===== src/rtl/mult_div_unit_if.sv =====
// Request/result bundle for the multiply/divide unit.
// The master side drives the operands and the MTHI/MTLO writes; the slave side returns HI/LO and status.
`timescale 1ns/1ps
interface mult_div_unit_if #(
  parameter int WIDTH = 32
);
  logic             start;
  logic [1:0]       op;
  logic [WIDTH-1:0] data_rs;
  logic [WIDTH-1:0] data_rt;
  logic             hi_we;
  logic             lo_we;
  logic [WIDTH-1:0] wdata;
  logic [WIDTH-1:0] hi;
  logic [WIDTH-1:0] lo;
  logic             busy;
  logic             done;
  logic             div_by_zero;

  modport master (
    output start, op, data_rs, data_rt, hi_we, lo_we, wdata,
    input  hi, lo, busy, done, div_by_zero
  );

  modport slave (
    input  start, op, data_rs, data_rt, hi_we, lo_we, wdata,
    output hi, lo, busy, done, div_by_zero
  );
endinterface


===== src/rtl/mult_div_unit.sv =====
// Iterative MULT/MULTU/DIV/DIVU unit with HI/LO registers.
// Signed operations run on magnitudes; the sign is fixed up on the last iteration.
`timescale 1ns/1ps
module mult_div_unit #(
  parameter int WIDTH = 32
) (
  input logic            clk,
  input logic            reset,
  mult_div_unit_if.slave bus
);

  localparam int CNT_W = $clog2(WIDTH);
  localparam logic [CNT_W-1:0]   LAST_ITER = CNT_W'(WIDTH - 1);
  localparam logic [CNT_W-1:0]   CNT_ONE   = CNT_W'(1);
  localparam logic [WIDTH-1:0]   ONE_W     = {{(WIDTH-1){1'b0}}, 1'b1};
  localparam logic [2*WIDTH-1:0] ONE_2W    = {{(2*WIDTH-1){1'b0}}, 1'b1};

  typedef enum logic [1:0] {IDLE, CALC, DONE} state_t;

  state_t           state_q, state_d;
  logic [CNT_W-1:0] cnt_q;
  logic [WIDTH-1:0] hi_q, lo_q;
  logic             dbz_q;
  logic             busy_c, done_c;

  // operation context captured on start
  logic [1:0]         op_q;
  logic [WIDTH-1:0]   a_q, b_q;
  logic               neg_q, rneg_q;
  logic [2*WIDTH-1:0] acc_q;
  logic [WIDTH-1:0]   rem_q, quo_q;

  logic               accept, div_zero;
  logic [WIDTH-1:0]   mag_rs, mag_rt;
  logic [WIDTH:0]     mul_sum, div_shift, div_diff;
  logic [2*WIDTH-1:0] acc_nxt, prod_fix;
  logic [WIDTH-1:0]   rem_nxt, quo_nxt, res_hi, res_lo;

  function automatic logic [WIDTH-1:0] neg_word(input logic [WIDTH-1:0] x, input logic en);
    return en ? (~x + ONE_W) : x;
  endfunction

  function automatic logic [2*WIDTH-1:0] neg_dword(input logic [2*WIDTH-1:0] x, input logic en);
    return en ? (~x + ONE_2W) : x;
  endfunction

  assign accept   = bus.start && (state_q != CALC);
  assign div_zero = bus.op[1] && (bus.data_rt == '0);
  assign mag_rs   = neg_word(bus.data_rs, bus.op[0] & bus.data_rs[WIDTH-1]);
  assign mag_rt   = neg_word(bus.data_rt, bus.op[0] & bus.data_rt[WIDTH-1]);

  always_comb begin
    state_d = state_q;
    busy_c  = 1'b0;
    done_c  = 1'b0;
    unique case (state_q)
      IDLE: if (bus.start) state_d = div_zero ? DONE : CALC;
      CALC: begin
        busy_c = 1'b1;
        if (cnt_q == LAST_ITER) state_d = DONE;
      end
      DONE: begin
        done_c  = 1'b1;
        state_d = bus.start ? (div_zero ? DONE : CALC) : IDLE;
      end
      default: state_d = IDLE;
    endcase
  end

  // one shift-add step and one restoring-divide step, plus the final sign fix-up
  always_comb begin
    mul_sum   = {1'b0, acc_q[2*WIDTH-1:WIDTH]} + (acc_q[0] ? {1'b0, a_q} : '0);
    acc_nxt   = {mul_sum, acc_q[WIDTH-1:1]};
    div_shift = {rem_q, quo_q[WIDTH-1]};
    div_diff  = div_shift - {1'b0, b_q};
    rem_nxt   = div_diff[WIDTH-1:0];
    quo_nxt   = {quo_q[WIDTH-2:0], 1'b1};
    if (div_diff[WIDTH]) begin
      rem_nxt = div_shift[WIDTH-1:0];
      quo_nxt = {quo_q[WIDTH-2:0], 1'b0};
    end
    prod_fix = neg_dword(acc_nxt, op_q[0] & neg_q);
    res_hi   = prod_fix[2*WIDTH-1:WIDTH];
    res_lo   = prod_fix[WIDTH-1:0];
    if (op_q[1]) begin
      res_hi = neg_word(rem_nxt, op_q[0] & rneg_q);
      res_lo = neg_word(quo_nxt, op_q[0] & neg_q);
    end
  end

  always_ff @(posedge clk or posedge reset) begin
    if (reset) begin
      state_q <= IDLE;
      cnt_q   <= '0;
      hi_q    <= '0;
      lo_q    <= '0;
      dbz_q   <= 1'b0;
    end else begin
      state_q <= state_d;
      if (accept) begin
        cnt_q <= '0;
        dbz_q <= div_zero;
        if (div_zero) begin
          hi_q <= bus.data_rs;
          lo_q <= '1;
        end
      end else if (state_q == CALC) begin
        cnt_q <= cnt_q + CNT_ONE;
        if (cnt_q == LAST_ITER) begin
          hi_q <= res_hi;
          lo_q <= res_lo;
        end
      end else begin
        if (bus.hi_we) hi_q <= bus.wdata;
        if (bus.lo_we) lo_q <= bus.wdata;
      end
    end
  end

  // datapath registers carry no reset; control state alone decides when they matter
  always_ff @(posedge clk) begin
    if (accept) begin
      op_q   <= bus.op;
      a_q    <= mag_rs;
      b_q    <= mag_rt;
      neg_q  <= bus.op[0] & (bus.data_rs[WIDTH-1] ^ bus.data_rt[WIDTH-1]);
      rneg_q <= bus.op[0] & bus.data_rs[WIDTH-1];
      acc_q  <= {{WIDTH{1'b0}}, mag_rt};
      rem_q  <= '0;
      quo_q  <= mag_rs;
    end else if (state_q == CALC) begin
      acc_q <= acc_nxt;
      rem_q <= rem_nxt;
      quo_q <= quo_nxt;
    end
  end

  assign bus.hi          = hi_q;
  assign bus.lo          = lo_q;
  assign bus.busy        = busy_c;
  assign bus.done        = done_c;
  assign bus.div_by_zero = dbz_q;

endmodule


===== src/flat_wrapper.sv =====
// flat-port wrapper written by rule: the top's interface ports become plain ports
module mult_div_unit_flat 
#(
  parameter int WIDTH = 32
)
  (clk, reset, bus_start, bus_op, bus_data_rs, bus_data_rt, bus_hi_we, bus_lo_we, bus_wdata, bus_hi, bus_lo, bus_busy, bus_done, bus_div_by_zero);
  mult_div_unit_if #(.WIDTH(WIDTH)) bus_i ();
  input logic clk;
  input logic reset;
  input wire logic [$bits(bus_i.start)-1:0] bus_start;
  input wire logic [$bits(bus_i.op)-1:0] bus_op;
  input wire logic [$bits(bus_i.data_rs)-1:0] bus_data_rs;
  input wire logic [$bits(bus_i.data_rt)-1:0] bus_data_rt;
  input wire logic [$bits(bus_i.hi_we)-1:0] bus_hi_we;
  input wire logic [$bits(bus_i.lo_we)-1:0] bus_lo_we;
  input wire logic [$bits(bus_i.wdata)-1:0] bus_wdata;
  output wire logic [$bits(bus_i.hi)-1:0] bus_hi;
  output wire logic [$bits(bus_i.lo)-1:0] bus_lo;
  output wire logic [$bits(bus_i.busy)-1:0] bus_busy;
  output wire logic [$bits(bus_i.done)-1:0] bus_done;
  output wire logic [$bits(bus_i.div_by_zero)-1:0] bus_div_by_zero;
  assign bus_i.start = bus_start;
  assign bus_i.op = bus_op;
  assign bus_i.data_rs = bus_data_rs;
  assign bus_i.data_rt = bus_data_rt;
  assign bus_i.hi_we = bus_hi_we;
  assign bus_i.lo_we = bus_lo_we;
  assign bus_i.wdata = bus_wdata;
  assign bus_hi = bus_i.hi;
  assign bus_lo = bus_i.lo;
  assign bus_busy = bus_i.busy;
  assign bus_done = bus_i.done;
  assign bus_div_by_zero = bus_i.div_by_zero;
  mult_div_unit #(.WIDTH(WIDTH)) u_core (.clk(clk), .reset(reset), .bus(bus_i));
endmodule

===== config.mk =====
export PLATFORM = sky130hd
export DESIGN_NAME = mult_div_unit_flat
export DESIGN_NICKNAME = d
export VERILOG_FILES = /design/src/rtl/mult_div_unit_if.sv /design/src/rtl/mult_div_unit.sv /design/src/flat_wrapper.sv
export SDC_FILE = /design/constraint.sdc
export NUM_CORES = 1
export LEC_CHECK = 0
export BUFFER_PORTS_ARGS = -buffer_cell sky130_fd_sc_hd__clkbuf_2
export CORE_MARGIN = 4
export CORE_UTILIZATION = 25
export CTS_BUF_LIST = sky130_fd_sc_hd__clkbuf_4
export DETAILED_ROUTE_END_ITERATION = 6
export GPL_TIMING_DRIVEN = 0
export PLACE_DENSITY = 0.49
export SKIP_LAST_GASP = 1
export SLEW_MARGIN = 20
export SYNTH_ARGS = -nofsm -noshare
export SYNTH_HDL_FRONTEND = slang
export SYNTH_SLANG_ARGS = --single-unit

===== constraint.sdc =====
create_clock -name clk -period 7.58 [get_ports clk]
set_clock_uncertainty 0.15 [all_clocks]
set_input_delay 1.516 -clock clk [delete_from_list [all_inputs] [get_ports clk]]
set_output_delay 1.516 -clock clk [all_outputs]
set_load 0.02 [all_outputs]

==> impl_metrics.py <==
metrics = {
    "worst_setup_path": {
        "crit_arrival_ns": 7.85,
        "max_stage_delay_ns": 0.70,
        "worst-path-buf-inv": 6,
        "start_kind": "flop",
        "crit_chain": "inv_1 > ha_1 > inv_1 > fa_1 > a211o_1 > a21boi_2 > nor4b_1 > or3_1 > buf_2 > a211oi_4 > nor2_8 > inv_4 > buf_2 > buf_2 > ha_1 > nand2b_1 > nor4_1 > and2_1 > and2_1 > a21oi_1 > xnor2_1 > a21oi_1 > o21ai_0 > o21ai_0",
        "end_kind": "flop",
        "cp_max_fo": 10,
        "crit_top_cell": "buf_2",
        "crit_slowest_cell": "a211oi_4",
        "critPathRequiredTime_ns": 8.13,
        "path_class": "reg -> reg",
        "crit_family": "compound AO/OA/AOI/OAI gates",
    },
    "global_routing": {
        "antenna_found_initial": 4,
        "use_met1_pct": 29.62,
        "gr-total-overflow": 0,
        "grt_pass1_wl_um": 131500,
        "grt_use_met3_pct": 4.738,
        "grt_start_max_net_pins": 46,
        "met2_usage_pct": 31.46,
        "top_usage_layer": "met2",
        "grt_pass1_vias": 19341,
        "grt_use_total_pct": 20.76,
    },
    "placement": {
        "dp.cells": 3670,
        "gp_congestion": 0.9951,
        "dpl_cell_area_um2": 22170,
        "portBuffers": 169,
        "dp_hpwl_um": 73180,
        "pre_cts_ws_ns": 0.5832,
    },
    "yosys": {
        "syn-cell-area_um2": 19920,
        "synth_top_area_share_pct": 19.90,
        "synth_area_leaders": "edfxtp_1 20%, dfrtp_1 9.0%, nand2_1 7.3%, dfxtp_1 6.4%, a21oi_1 5.4%",
        "synthesis.nets": 2624,
        "synth_cells": 2448,
        "synth-main-ff-cell": "edfxtp_1",
        "synth_edf_count": 132,
        "synth-seq-cells": 268,
        "synth_cell_types": 86,
        "async_flop_share_pct": 26.87,
        "avgSynthCellArea_um2": 8.137,
        "yosysTopAreaCell": "edfxtp_1",
        "ys_seq_area_share_pct": 35.37,
        "synth_warnings": 0,
    },
    "die": {
        "row_count": 103,
        "die_w_um": 290.3,
        "initial_core_util_pct": 25.22,
        "pin_count": 170,
        "core-area_um2": 79000,
        "die_area_um2": 84260,
        "die_h_um": 290.3,
    },
    "clocking": {
        "htreeDepth": 3,
        "cts_setup_buffers": 0,
        "cts.path.max_buffers": 3,
        "hold_buffers": 0,
        "cts_tree": "built",
        "clock_latency_ns": 0.88,
        "numClockSinks": 268,
        "cts.repair.resized": 0,
        "clk_pin_slew_ns": 0.07,
        "cts-buffers-inserted": 81,
        "root_buffer": "clkbuf_4",
    },
    "final_layout": {
        "multi_input_area_um2": 12080,
        "regArea_um2": 7047,
        "final_area_um2": 23210,
        "num-fill-cells": 8626,
        "final_common_cell": "nand2_1",
        "fin_util_pct": 29.38,
        "layoutNonFillerInstCount": 3816,
        "area_growth_syn_to_layout_pct": 16.51,
        "nets": 2879,
        "mostFrequentLayoutCells": "387 x nand2_1, 213 x a21oi_1, 208 x o21ai_0",
        "drive_gt1_share_pct": 12.81,
    },
    "drt": {
        "routed_wl_um": 90840,
        "ant_nets": 0,
        "firstDrtPassIters": 5,
        "viasPerCell": 5.266,
        "drt-wirelength-per-cell_um": 23.81,
        "drt_iter0_markers": 2132,
        "drc": 0,
        "vias": 20096,
    },
    "pwr": {
        "leakage_nw": 9.570,
        "power_density_nw_per_um2": 505.9,
        "ir_worst_vdd_uv": 180.6,
    },
    "timing": {
        "rsz0062_at_grt": "no",
        "fin_crit_ns": 7.300,
        "max_slew_margin_pct": 26.58,
        "timing_hold_violations_final": 0,
        "drv_slew": 0,
        "setup_slack_ns": 0.2797,
        "timing.fmax_ghz": 0.1370,
        "worst_pin_slew_ns": 1.091,
        "fin_tns_setup_ns": 0,
        "fin_crit_sh_pct": 96.31,
        "setup_viol": 0,
    },
    "outcome": {
        "outcome": "completed",
    },
    "job": {
        "drv_cap": 0,
    },
    "worst_hold_path": {
        "hold_class": "reg -> reg",
    },
}
[worst reg2reg max path: cells and delay by family, from the launching register on]
family                     cells  cell delay [ns]
AOI/OAI and AO/OA              7             2.11
xor gates and xnor gates       1             0.28
adders and majority gates      3             0.82
buffers and inverters          6             1.28
DFF                            1             0.48
and+or+nand+nor                7             2.00
[stage by stage]
| stage | power (mW) | hold slack (ns) |
|---|---|---|
| CTS | 11.65 | 0.3170 |
| global route | 12.53 | 0.3429 |
| finish | 11.74 | 0.3109 |
| global placement | 10.14 | 0.2948 |
| floorplan | 7.521 | 0.2815 |
| detailed placement | 10.13 | 0.3048 |
[registers in the layout, summed over array words and instances (netlist names)]
signal,cells
u_core.state_q,2
u_core.quo_q,32
u_core.bus.hi,32
u_core.a_q,32
u_core.neg_q,1
u_core.op_q,2
u_core.b_q,32
u_core.cnt_q,5
u_core.rem_q,32
u_core.bus.div_by_zero,1
u_core.acc_q,64
u_core.bus.lo,32
u_core.rneg_q,1
[kinds of logic (layout without fill, tap and decap cells)]
kind of cell	count (synthesis)	after routing	synth area share, %
adder cells (fa/ha/maj)	73	73	4.661
multiplexers	59	59	3.071
flip-flops	268	268	35.37
other	0	3	0
buffers and inverters	204	519	4.007
XOR/XNOR	226	226	9.937
AND/OR/NAND/NOR	949	949	22.31
AO/OA/AOI/OAI	669	669	20.64
[synth_stat cells (17+ instances only)]
cell type and number:
o211ai_1 17, nand4_1 22, mux2i_1 53, or3_1 31
nor2_1 186, a31oi_1 23, nand2_1 387, and3_1 26
xnor2_1 107, xor2_1 119, nor4_1 23, inv_1 71
clkbuf_1 104, ha_1 71, edfxtp_1 132, a21oi_1 213
o22ai_1 19, o21ai_0 208, nand2b_1 17, dfxtp_1 64
o31ai_1 34, a211oi_1 17, nor3_1 62, and2_1 53
a21o_1 20, nand3_1 74, dfrtp_1 72
[per-layer routing]
layer | routed length, um | up-vias
li1 | - | 9352
met1 | 42070 | 9675
met2 | 38930 | 912
met3 | 7399 | 153
met4 | 2410 | 4
met5 | 25 | -
[power breakdown]
part / total, mW / internal (mW) / switching (mW)
Clock: 1.46 / 0.751 / 0.713
Combinational: 7.35 / 2.41 / 4.94
Sequential: 2.92 / 2.28 / 0.648
[worst paths after layout]
| kind | slack [ns] | to | cells after the start | from |
|---|---|---|---|---|
| max | 0.28 | u_core.bus.lo[30] | 24 | u_core.quo_q[31] |
| min reg2reg | 0.31 | u_core.acc_q[35] | 2 | u_core.acc_q[35] |
| max in group asynchronous | 6.11 | u_core.bus.hi[9] | 3 | reset |
| max reg2reg | 0.28 | u_core.bus.lo[30] | 24 | u_core.quo_q[31] |
| min in group asynchronous | 0.51 | u_core.bus.lo[12] | 2 | reset |
| min | 0.31 | u_core.acc_q[35] | 2 | u_core.acc_q[35] |
[cell type report]
| class | count | share of cell area [%] |
|---|---|---|
| Inverter | 74 | 1.218 |
| Buffer | 130 | 2.264 |
| Timing Repair Buffer | 172 | 3.968 |
| Clock inverter | 25 | 0.6253 |
| Tap cell | 1050 | 5.660 |
| Clock buffer | 118 | 3.817 |
| Sequential cell | 268 | 30.36 |
| Multi-Input combinational cell | 1976 | 52.05 |
| Antenna cell | 3 | 0.03234 |
Note: power is estimated with default switching activity, not from simulation.
